File: config.mk
export PLATFORM = sky130hd
export DESIGN_NAME = control_sequencer
export DESIGN_NICKNAME = d
export VERILOG_FILES = /design/src/rtl/control_sequencer.sv
export SDC_FILE = /design/constraint.sdc
export NUM_CORES = 1
export LEC_CHECK = 0
export ABC_AREA = 1
export ABC_CLOCK_PERIOD_IN_PS = 5670
export BUFFER_PORTS_ARGS = -buffer_cell sky130_fd_sc_hd__buf_2
export CAP_MARGIN = 20
export CORE_ASPECT_RATIO = 2
export CORE_MARGIN = 1
export CORE_UTILIZATION = 45
export CTS_CLUSTER_DIAMETER = 50
export DETAILED_ROUTE_END_ITERATION = 8
export GPL_TIMING_DRIVEN = 0
export PLACE_DENSITY_LB_ADDON = 0.05
export SYNTH_ARGS = -nofsm -noshare
export SYNTH_HDL_FRONTEND = slang
export SYNTH_SLANG_ARGS = --single-unit
File: constraint.sdc
create_clock -name clock -period 5.67 [get_ports clock]
set_input_delay 0.567 -clock clock [delete_from_list [all_inputs] [get_ports clock]]
set_output_delay 0.567 -clock clock [all_outputs]
set_load 0.005 [all_outputs]
File: src/rtl/control_sequencer.sv
`default_nettype none
// ============================================================================
//  Module   : control_sequencer
//  Purpose  : Two-state (FETCH/EXEC) instruction sequencer. Holds the PC and
//             the instruction register. Decodes each 32-bit instruction into
//             a 24-bit datapath control word and a 64-bit constant K, and
//             resolves conditional branches from the live ALU status flags.
//  Ports    : clock       - rising-edge clock
//             reset       - asynchronous, active-low reset
//             instr       - instruction word at pc (combinational imem)
//             status      - ALU flags {V, C, N, Z}
//             pc          - word address of the current instruction
//             controlWord - {DA, SA, SB, FS, regW, ramW, selALU, selK}
//             K           - constant for the datapath B-mux
//             halted      - high while in the HALT state
//  Revision : 1.0 - initial release
// ============================================================================
module control_sequencer #(
   parameter logic [63:0] RESET_PC = 64'd0
) (
   input  logic        clock,
   input  logic        reset,
   input  logic [31:0] instr,
   input  logic [3:0]  status,
   output logic [63:0] pc,
   output logic [23:0] controlWord,
   output logic [63:0] K,
   output logic        halted
);

   typedef enum logic [1:0] {
      ST_FETCH = 2'd0,
      ST_EXEC  = 2'd1,
      ST_HALT  = 2'd2
   } state_t;

   localparam logic [3:0] OP_ALU_R  = 4'h1;
   localparam logic [3:0] OP_ALU_I  = 4'h2;
   localparam logic [3:0] OP_LOAD   = 4'h3;
   localparam logic [3:0] OP_STORE  = 4'h4;
   localparam logic [3:0] OP_BRANCH = 4'h5;
   localparam logic [3:0] OP_JUMP   = 4'h6;
   localparam logic [3:0] OP_HALT   = 4'hF;

   state_t      state;
   logic [31:0] ir;

   // Fields of the incoming instruction (decoded at the FETCH edge)
   logic [3:0]  op;
   logic [4:0]  fs, da, sa, sb;
   logic [12:0] imm13;
   logic [7:0]  imm8;

   assign op    = instr[31:28];
   assign fs    = instr[27:23];
   assign da    = instr[22:18];
   assign sa    = instr[17:13];
   assign sb    = instr[12:8];
   assign imm13 = instr[12:0];
   assign imm8  = instr[7:0];

   // Only Z and N take part in branch conditions
   logic unused_status;
   assign unused_status = ^status[3:2];

   logic [23:0] dec_cw;
   logic [63:0] dec_k;

   // Low nibble of the control word is {regW, ramW, selALU, selK}
   always_comb begin
      dec_cw = 24'd0;
      dec_k  = 64'd0;
      case (op)
         OP_ALU_R:  dec_cw = {da, sa, sb, fs, 4'b1010};
         OP_ALU_I: begin
            dec_cw = {da, sa, 5'd0, fs, 4'b1011};
            dec_k  = {{51{imm13[12]}}, imm13};
         end
         OP_LOAD: begin
            dec_cw = {da, sa, 5'd0, fs, 4'b1001};
            dec_k  = {{51{imm13[12]}}, imm13};
         end
         OP_STORE: begin
            dec_cw = {5'd0, sa, sb, fs, 4'b0101};
            dec_k  = {{56{imm8[7]}}, imm8};
         end
         OP_BRANCH: dec_cw = {5'd0, sa, sb, fs, 4'b0000};
         default: begin
            dec_cw = 24'd0;
            dec_k  = 64'd0;
         end
      endcase
   end

   // Branch resolution uses the latched IR and the status seen at the EXEC edge
   logic        taken;
   logic [63:0] pc_inc;
   logic [63:0] next_pc;

   always_comb begin
      case (ir[19:18])
         2'd0:    taken = status[0];
         2'd1:    taken = ~status[0];
         2'd2:    taken = status[1];
         default: taken = ~status[1];
      endcase
   end

   assign pc_inc = pc + 64'd1;

   always_comb begin
      next_pc = pc_inc;
      if (ir[31:28] == OP_BRANCH && taken)
         next_pc = pc_inc + {{56{ir[7]}}, ir[7:0]};
      else if (ir[31:28] == OP_JUMP)
         next_pc = {36'd0, ir[27:0]};
   end

   always_ff @(posedge clock or negedge reset) begin
      if (!reset) begin
         state       <= ST_FETCH;
         ir          <= 32'd0;
         pc          <= RESET_PC;
         controlWord <= 24'd0;
         K           <= 64'd0;
         halted      <= 1'b0;
      end else begin
         case (state)
            ST_FETCH: begin
               ir          <= instr;
               controlWord <= dec_cw;
               K           <= dec_k;
               if (op == OP_HALT) begin
                  state  <= ST_HALT;
                  halted <= 1'b1;
               end else begin
                  state  <= ST_EXEC;
               end
            end
            ST_EXEC: begin
               controlWord <= 24'd0;
               K           <= 64'd0;
               pc          <= next_pc;
               state       <= ST_FETCH;
            end
            ST_HALT: begin
               // Sticky until reset; pc keeps the HALT instruction's address
               controlWord <= 24'd0;
               K           <= 64'd0;
               halted      <= 1'b1;
            end
            default: state <= ST_FETCH;
         endcase
      end
   end

endmodule
`default_nettype wire

==> After elaboration in Yosys (flattened, before gate mapping) <==
Cells that the tools add are included.
{ "word_totals": {"reg_bits": 187, "word_cells": 42} }
{ "op_classes": {"add_sub_neg": 2, "n_eq_ne": 13, "muxes": 11, "n_bitwise": 2, "reduce_logical": 8} }
{ "op_table": {"columns": ["op", "count"], "rows": [
  ["64-bit case mux with 2 select lines", 2],
  ["64-bit two-way mux", 2],
  ["24-bit case mux with 5 select lines", 1],
  ["64-bit by 1-bit adder with 64-bit output (second input constant)", 1],
  ["64-bit adder", 1],
  ["24-bit case mux with 2 select lines", 1],
  ["4-bit by 3-bit equality test with 1-bit output (second input constant)", 4],
  ["4-bit by 2-bit equality test with 1-bit output (second input constant)", 2],
  ["2-bit by 1-bit equality test with 1-bit output (second input constant)", 2],
  ["2-bit equality test (second input constant)", 2],
  ["4-bit by 1-bit equality test with 1-bit output (second input constant)", 1],
  ["4-bit equality test (second input constant)", 1],
  ["2-bit logical NOT", 2],
  ["2-bit case mux with 2 select lines", 1],
  ["2-bit nonzero test", 2],
  ["2-bit OR reduction", 2],
  ["1-bit case mux with 3 select lines", 1],
  ["2-bit two-way mux", 1],
  ["2-bit inequality test (second input constant)", 1],
  ["1-bit NOT", 2],
  ["1-bit case mux with 2 select lines", 1],
  ["2-bit AND reduction", 1],
  ["1-bit logical AND", 1],
  ["1-bit two-way mux", 1]
]} }

==> Longest topological paths before layout <==
{ "logic_depth": {"word_depth": 4, "mapped_depth": 26, "ltp_nobuf": 26} }

==> Worst setup path before layout <==
No wires, ideal clock.
{ "synth_timing": {"path_kind": "register to register", "from": "reg ir[7]", "to": "reg pc[49]", "setup_time_ns": 0.077, "arrival_time_ns": 3.189, "t_required_ns": 5.593, "setup_slack_ns": 2.404, "path_stages_with_launch": 13, "n_path_buf": 0, "cell_sequence": "dfrtp_1 > ha_1 > nand2_1 > inv_1 > a21oi_1 > nand3_1 > a21oi_1 > inv_1 > nand2_1 > nand2_1 > nand2_1 > nand3_1 > a21oi_1"} }
{ "synth_between": {"elab_chain_cells": 2} }
{ "synth_rtl": {"columns": ["item", "line", "text"], "rows": [
  ["start, declared", "46", "logic [31:0] ir;"],
  ["start signal, assigned", "130", "ir <= instr;"],
  ["64-bit adder", "114", "next_pc = pc_inc + {{56{ir[7]}}, ir[7:0]};"],
  ["64-bit two-way mux", "113", "if (ir[31:28] == OP_BRANCH && taken)"],
  ["end signal, assigned", "143", "pc <= next_pc;"],
  ["end, declared", "25", "output logic [63:0] pc,"]
]} }
Every way passes these cells.
A chain may end at the register's enable or synchronous reset.

==> Worst setup path after layout <==
{ "layout_timing": {"from": "reg pc[16]", "to": "reg pc[28]"} }
{ "layout_between": {"elab_chain_cells": 3, "word_cells_on_any_way": 4} }
{ "layout_rtl": {"columns": ["item", "line", "text"], "rows": [
  ["64-bit by 1-bit adder with 64-bit output *", "109", "assign pc_inc = pc + 64'd1;"],
  ["64-bit adder / 64-bit two-way mux (equally long branches)", "114, 115", null],
  ["64-bit two-way mux *", "113", null]
]} }
Mark *: on every way between the ends. The rest lies on a longest branch, timed or not.

==> impl_metrics.env <==
export IMPL_grt_pass1_vias=16300
export IMPL_start_util=0.458
export IMPL_skew_ns=0.0125
export IMPL_dpl_cell_area_mm2=0.0157
export IMPL_seq_power_share=0.179
export IMPL_switchingPower_mw=6.57
export IMPL_ctsHtreeMaxLevel=4
export IMPL_synth_main_ff_cell="dfrtp_1"
export IMPL_grt_ovfl_total=0
export IMPL_clkTransAtPathRegs_ns=0.07
export IMPL_crit_buf_inv=1
export IMPL_cts_inserted_buffers=17
export IMPL_die_w_um=128
export IMPL_tns_ns=0
export IMPL_dr_pass1_iters=6
export IMPL_criticalPathCategory="flop to flop"
export IMPL_dp_cells=3005
export IMPL_final_util=0.527
export IMPL_cts_tree="built"
export IMPL_clock_sinks=136
export IMPL_cp_end_kind="flop"
export IMPL_final_cells=3037
export IMPL_drtAntennaViolNets=0
export IMPL_crit_start="pc[16]"
export IMPL_vias=16500
export IMPL_cts_root_buffer="clkbuf_16"
export IMPL_netlist_area_mm2=0.0142
export IMPL_worstPathArrival_ns=4.96
export IMPL_nets=2725
export IMPL_hold_buffers=0
export IMPL_startpoint_type="flop"
export IMPL_cts_resized=0
export IMPL_async_reset_ff_frac=1.00
export IMPL_post_cts_buffers=0
export IMPL_grt_use_total=0.427
export IMPL_crit_chain="nand2_1 > nor3_1 > nand2_1 > nor2_1 > nand2_1 > xor2_1 > ha_1 > nand2_1 > inv_1 > a21oi_1 > o21ai_0 > a21oi_1 > nand2_1 > o21ai_0 > a22oi_1"
export IMPL_drive_gt1_frac=0.127
export IMPL_slew_violations=0
export IMPL_critPathMaxFanout=5
export IMPL_crit_family="compound AO/OA/AOI/OAI gates"
export IMPL_crit_path_frequent_cell="nand2_1"
export IMPL_outcome="finished, final reports clean"
export IMPL_p_leak_nw=9.10
export IMPL_clk_latency_ns=0.46
export IMPL_diodes=0
export IMPL_yosys_warnings=0
export IMPL_vdd_drop_max_mv=0.525
export IMPL_num_rows=91
export IMPL_synth_distinct_cells=49
export IMPL_grt_pass1_wl_um=98500
export IMPL_drt_wl_total_um=66900
export IMPL_powerDensity_mw_per_mm2=671
export IMPL_cap_violations=0
export IMPL_vias_per_cell=5.43
export IMPL_final_area_mm2=0.0163
export IMPL_synth_area_per_cell_um2=5.92
export IMPL_synth_edf_count=0
export IMPL_fin_crit_ns=4.67
export IMPL_antenna_found_initial=0
export IMPL_hold_viol=0
export IMPL_hp_class="input port to asynchronous set/reset pin"
export IMPL_cts_path_max_buffers=2
export IMPL_r2r_start="pc[16]"
export IMPL_port_buffers=188
export IMPL_pwr_share_comb=0.709
export IMPL_clkPwrFrac=0.112
export IMPL_internal_power_mw=4.38
export IMPL_crit_required_ns=5.96
export IMPL_seq_area_frac_synth=0.240
export IMPL_die_area_mm2=0.0323
export IMPL_drtIter0Drc=1288
export IMPL_route_detailed_drc=0
export IMPL_io_pins=191
export IMPL_setup_viol=0
export IMPL_die_h_um=253
export IMPL_place_hpwl_um=55000
export IMPL_worst_pin_slew_ns=1.12
export IMPL_netlist_instances=2398
export IMPL_syn_to_final_growth_pct=15.0
export IMPL_synth_nets=2517
export IMPL_gp_congestion=1.05
export IMPL_core_area_mm2=0.0310
export IMPL_slew_headroom=0.251
export IMPL_cp_slowest_cell="xor2_1"
export IMPL_cpPeakStageDelay_ns=0.82
export IMPL_grt_max_degree=95
export IMPL_ys_ff_latch=136
export IMPL_fmax_mhz=214
export IMPL_post_route_period_util=0.823
export IMPL_switching_share=0.600
export IMPL_rsz0062_at_grt="false"
export IMPL_wl_per_cell_um=22.0
## sequential cells by signal, summed over array words and instances, names as in the netlist
name and flops:
K 13, controlWord 24, halted 1, ir 32, pc 64, state 2
## cells in the final DEF, fill, tap and decap left out, drive strengths merged
master / n
nand2: 817
inv: 410
nor2: 274
buf: 246
dfrtp: 136
nand3: 135
a21oi: 123
o21ai: 103
ha: 80
clkbuf: 56
xor2: 38
nor3: 36
nand4: 30
a32o: 18
o21bai: 16
o211ai: 16
a31oi: 15
and2: 11
nand3b: 10
or2: 10
xnor2: 6
a22oi: 6
nor4: 4
o22ai: 4
a31o: 3
a211oi: 3
clkinv: 3
bufinv: 2
nor3b: 1
a21o: 1
o31ai: 1
a22o: 1
o41ai: 1
o21a: 1
fa: 1
clkinvlp: 1
## metrics by stage
| step | total power [mW] | setup WS (ns) | hold slack, ns |
|---|---|---|---|
| finish | 11.0 | 1.00 | 0.0488 |
| global route | 11.9 | 0.788 | 0.0971 |
| CTS | 10.7 | 1.45 | 0.0833 |
| detailed placement | 9.47 | 1.49 | 0.461 |
| global placement | 9.38 | 0.969 | 0.458 |
| floorplan | 6.77 | 2.40 | 0.271 |
## metal layers
metal	vias up	part of all wire	GRT usage
met4	0	0.14	0.502
met3	339	0.053	0.0807
met5	-	0	0
li1	7926	-	-
met2	749	0.50	0.748
met1	7482	0.31	0.378
## path summary, 6_finish.rpt
| check | endpoint | slack, ns | depth (start not counted) |
|---|---|---|---|
| max in group asynchronous | ir[7] | 4.72 | 2 |
| hold reg to reg | controlWord[1] | 0.48 | 2 |
| setup / recovery | pc[28] | 1.00 | 15 |
| hold / removal | controlWord[1] | 0.05 | 1 |
| min in group clock | ir[27] | 0.32 | 3 |
| setup reg to reg | pc[28] | 1.00 | 15 |
## logic make-up after synthesis
group / count (synthesis) / share of synthesized area
AOI/OAI and AO/OA: 312 / 0.128
xor gates and xnor gates: 44 / 0.0277
adders and majority gates: 81 / 0.0719
buffers and inverters: 497 / 0.145
DFF: 136 / 0.240
and+or+nand+nor: 1328 / 0.388
## power by group through the flow
stage,Combinational (mW),Clock (mW),Sequential (mW)
after floorplan,5.06,0,1.71
after global placement,7.44,0,1.93
after detailed placement,7.52,0,1.94
after CTS,7.58,1.22,1.93
after global routing,8.61,1.27,1.98
final,7.77,1.23,1.96
## worst reg2reg max path: stages (launching register included)
cell     delay, ns
dfrtp_1       0.50
nand2_1       0.14
nor3_1        0.23
nand2_1       0.13
nor2_1        0.23
nand2_1       0.20
xor2_1        0.82
ha_1          0.45
nand2_1       0.17
inv_1         0.06
a21oi_1       0.20
o21ai_0       0.19
a21oi_1       0.17
nand2_1       0.21
o21ai_0       0.65
a22oi_1       0.14
## layout make-up
| type | instances | area, um2 |
|---|---|---|
| inverter | 401 | 1510 |
| fill | 3369 | 14600 |
| clock inverter | 15 | 203 |
| sequential | 136 | 3410 |
| timing repair buffer | 189 | 975 |
| clock buffer | 17 | 425 |
| buffer | 96 | 556 |
| multi-input combinational | 1765 | 8730 |
| tap | 418 | 523 |
## Yosys cell counts, drive strengths merged (15+ instances only)
| cell type | number | area share |
|---|---|---|
| o21ai | 103 | 0.036 |
| o21bai | 16 | 0.0085 |
| inv | 400 | 0.11 |
| a32o | 18 | 0.013 |
| a21oi | 123 | 0.044 |
| nand3 | 135 | 0.049 |
| nand2 | 817 | 0.22 |
| o211ai | 16 | 0.0085 |
| clkbuf | 39 | 0.010 |
| nor2 | 274 | 0.077 |
| dfrtp | 136 | 0.24 |
| nor3 | 36 | 0.014 |
| buf | 57 | 0.029 |
| ha | 80 | 0.071 |
| xor2 | 38 | 0.024 |
| a31oi | 15 | 0.0066 |
| nand4 | 30 | 0.013 |
(Power assumes the default switching activity.)
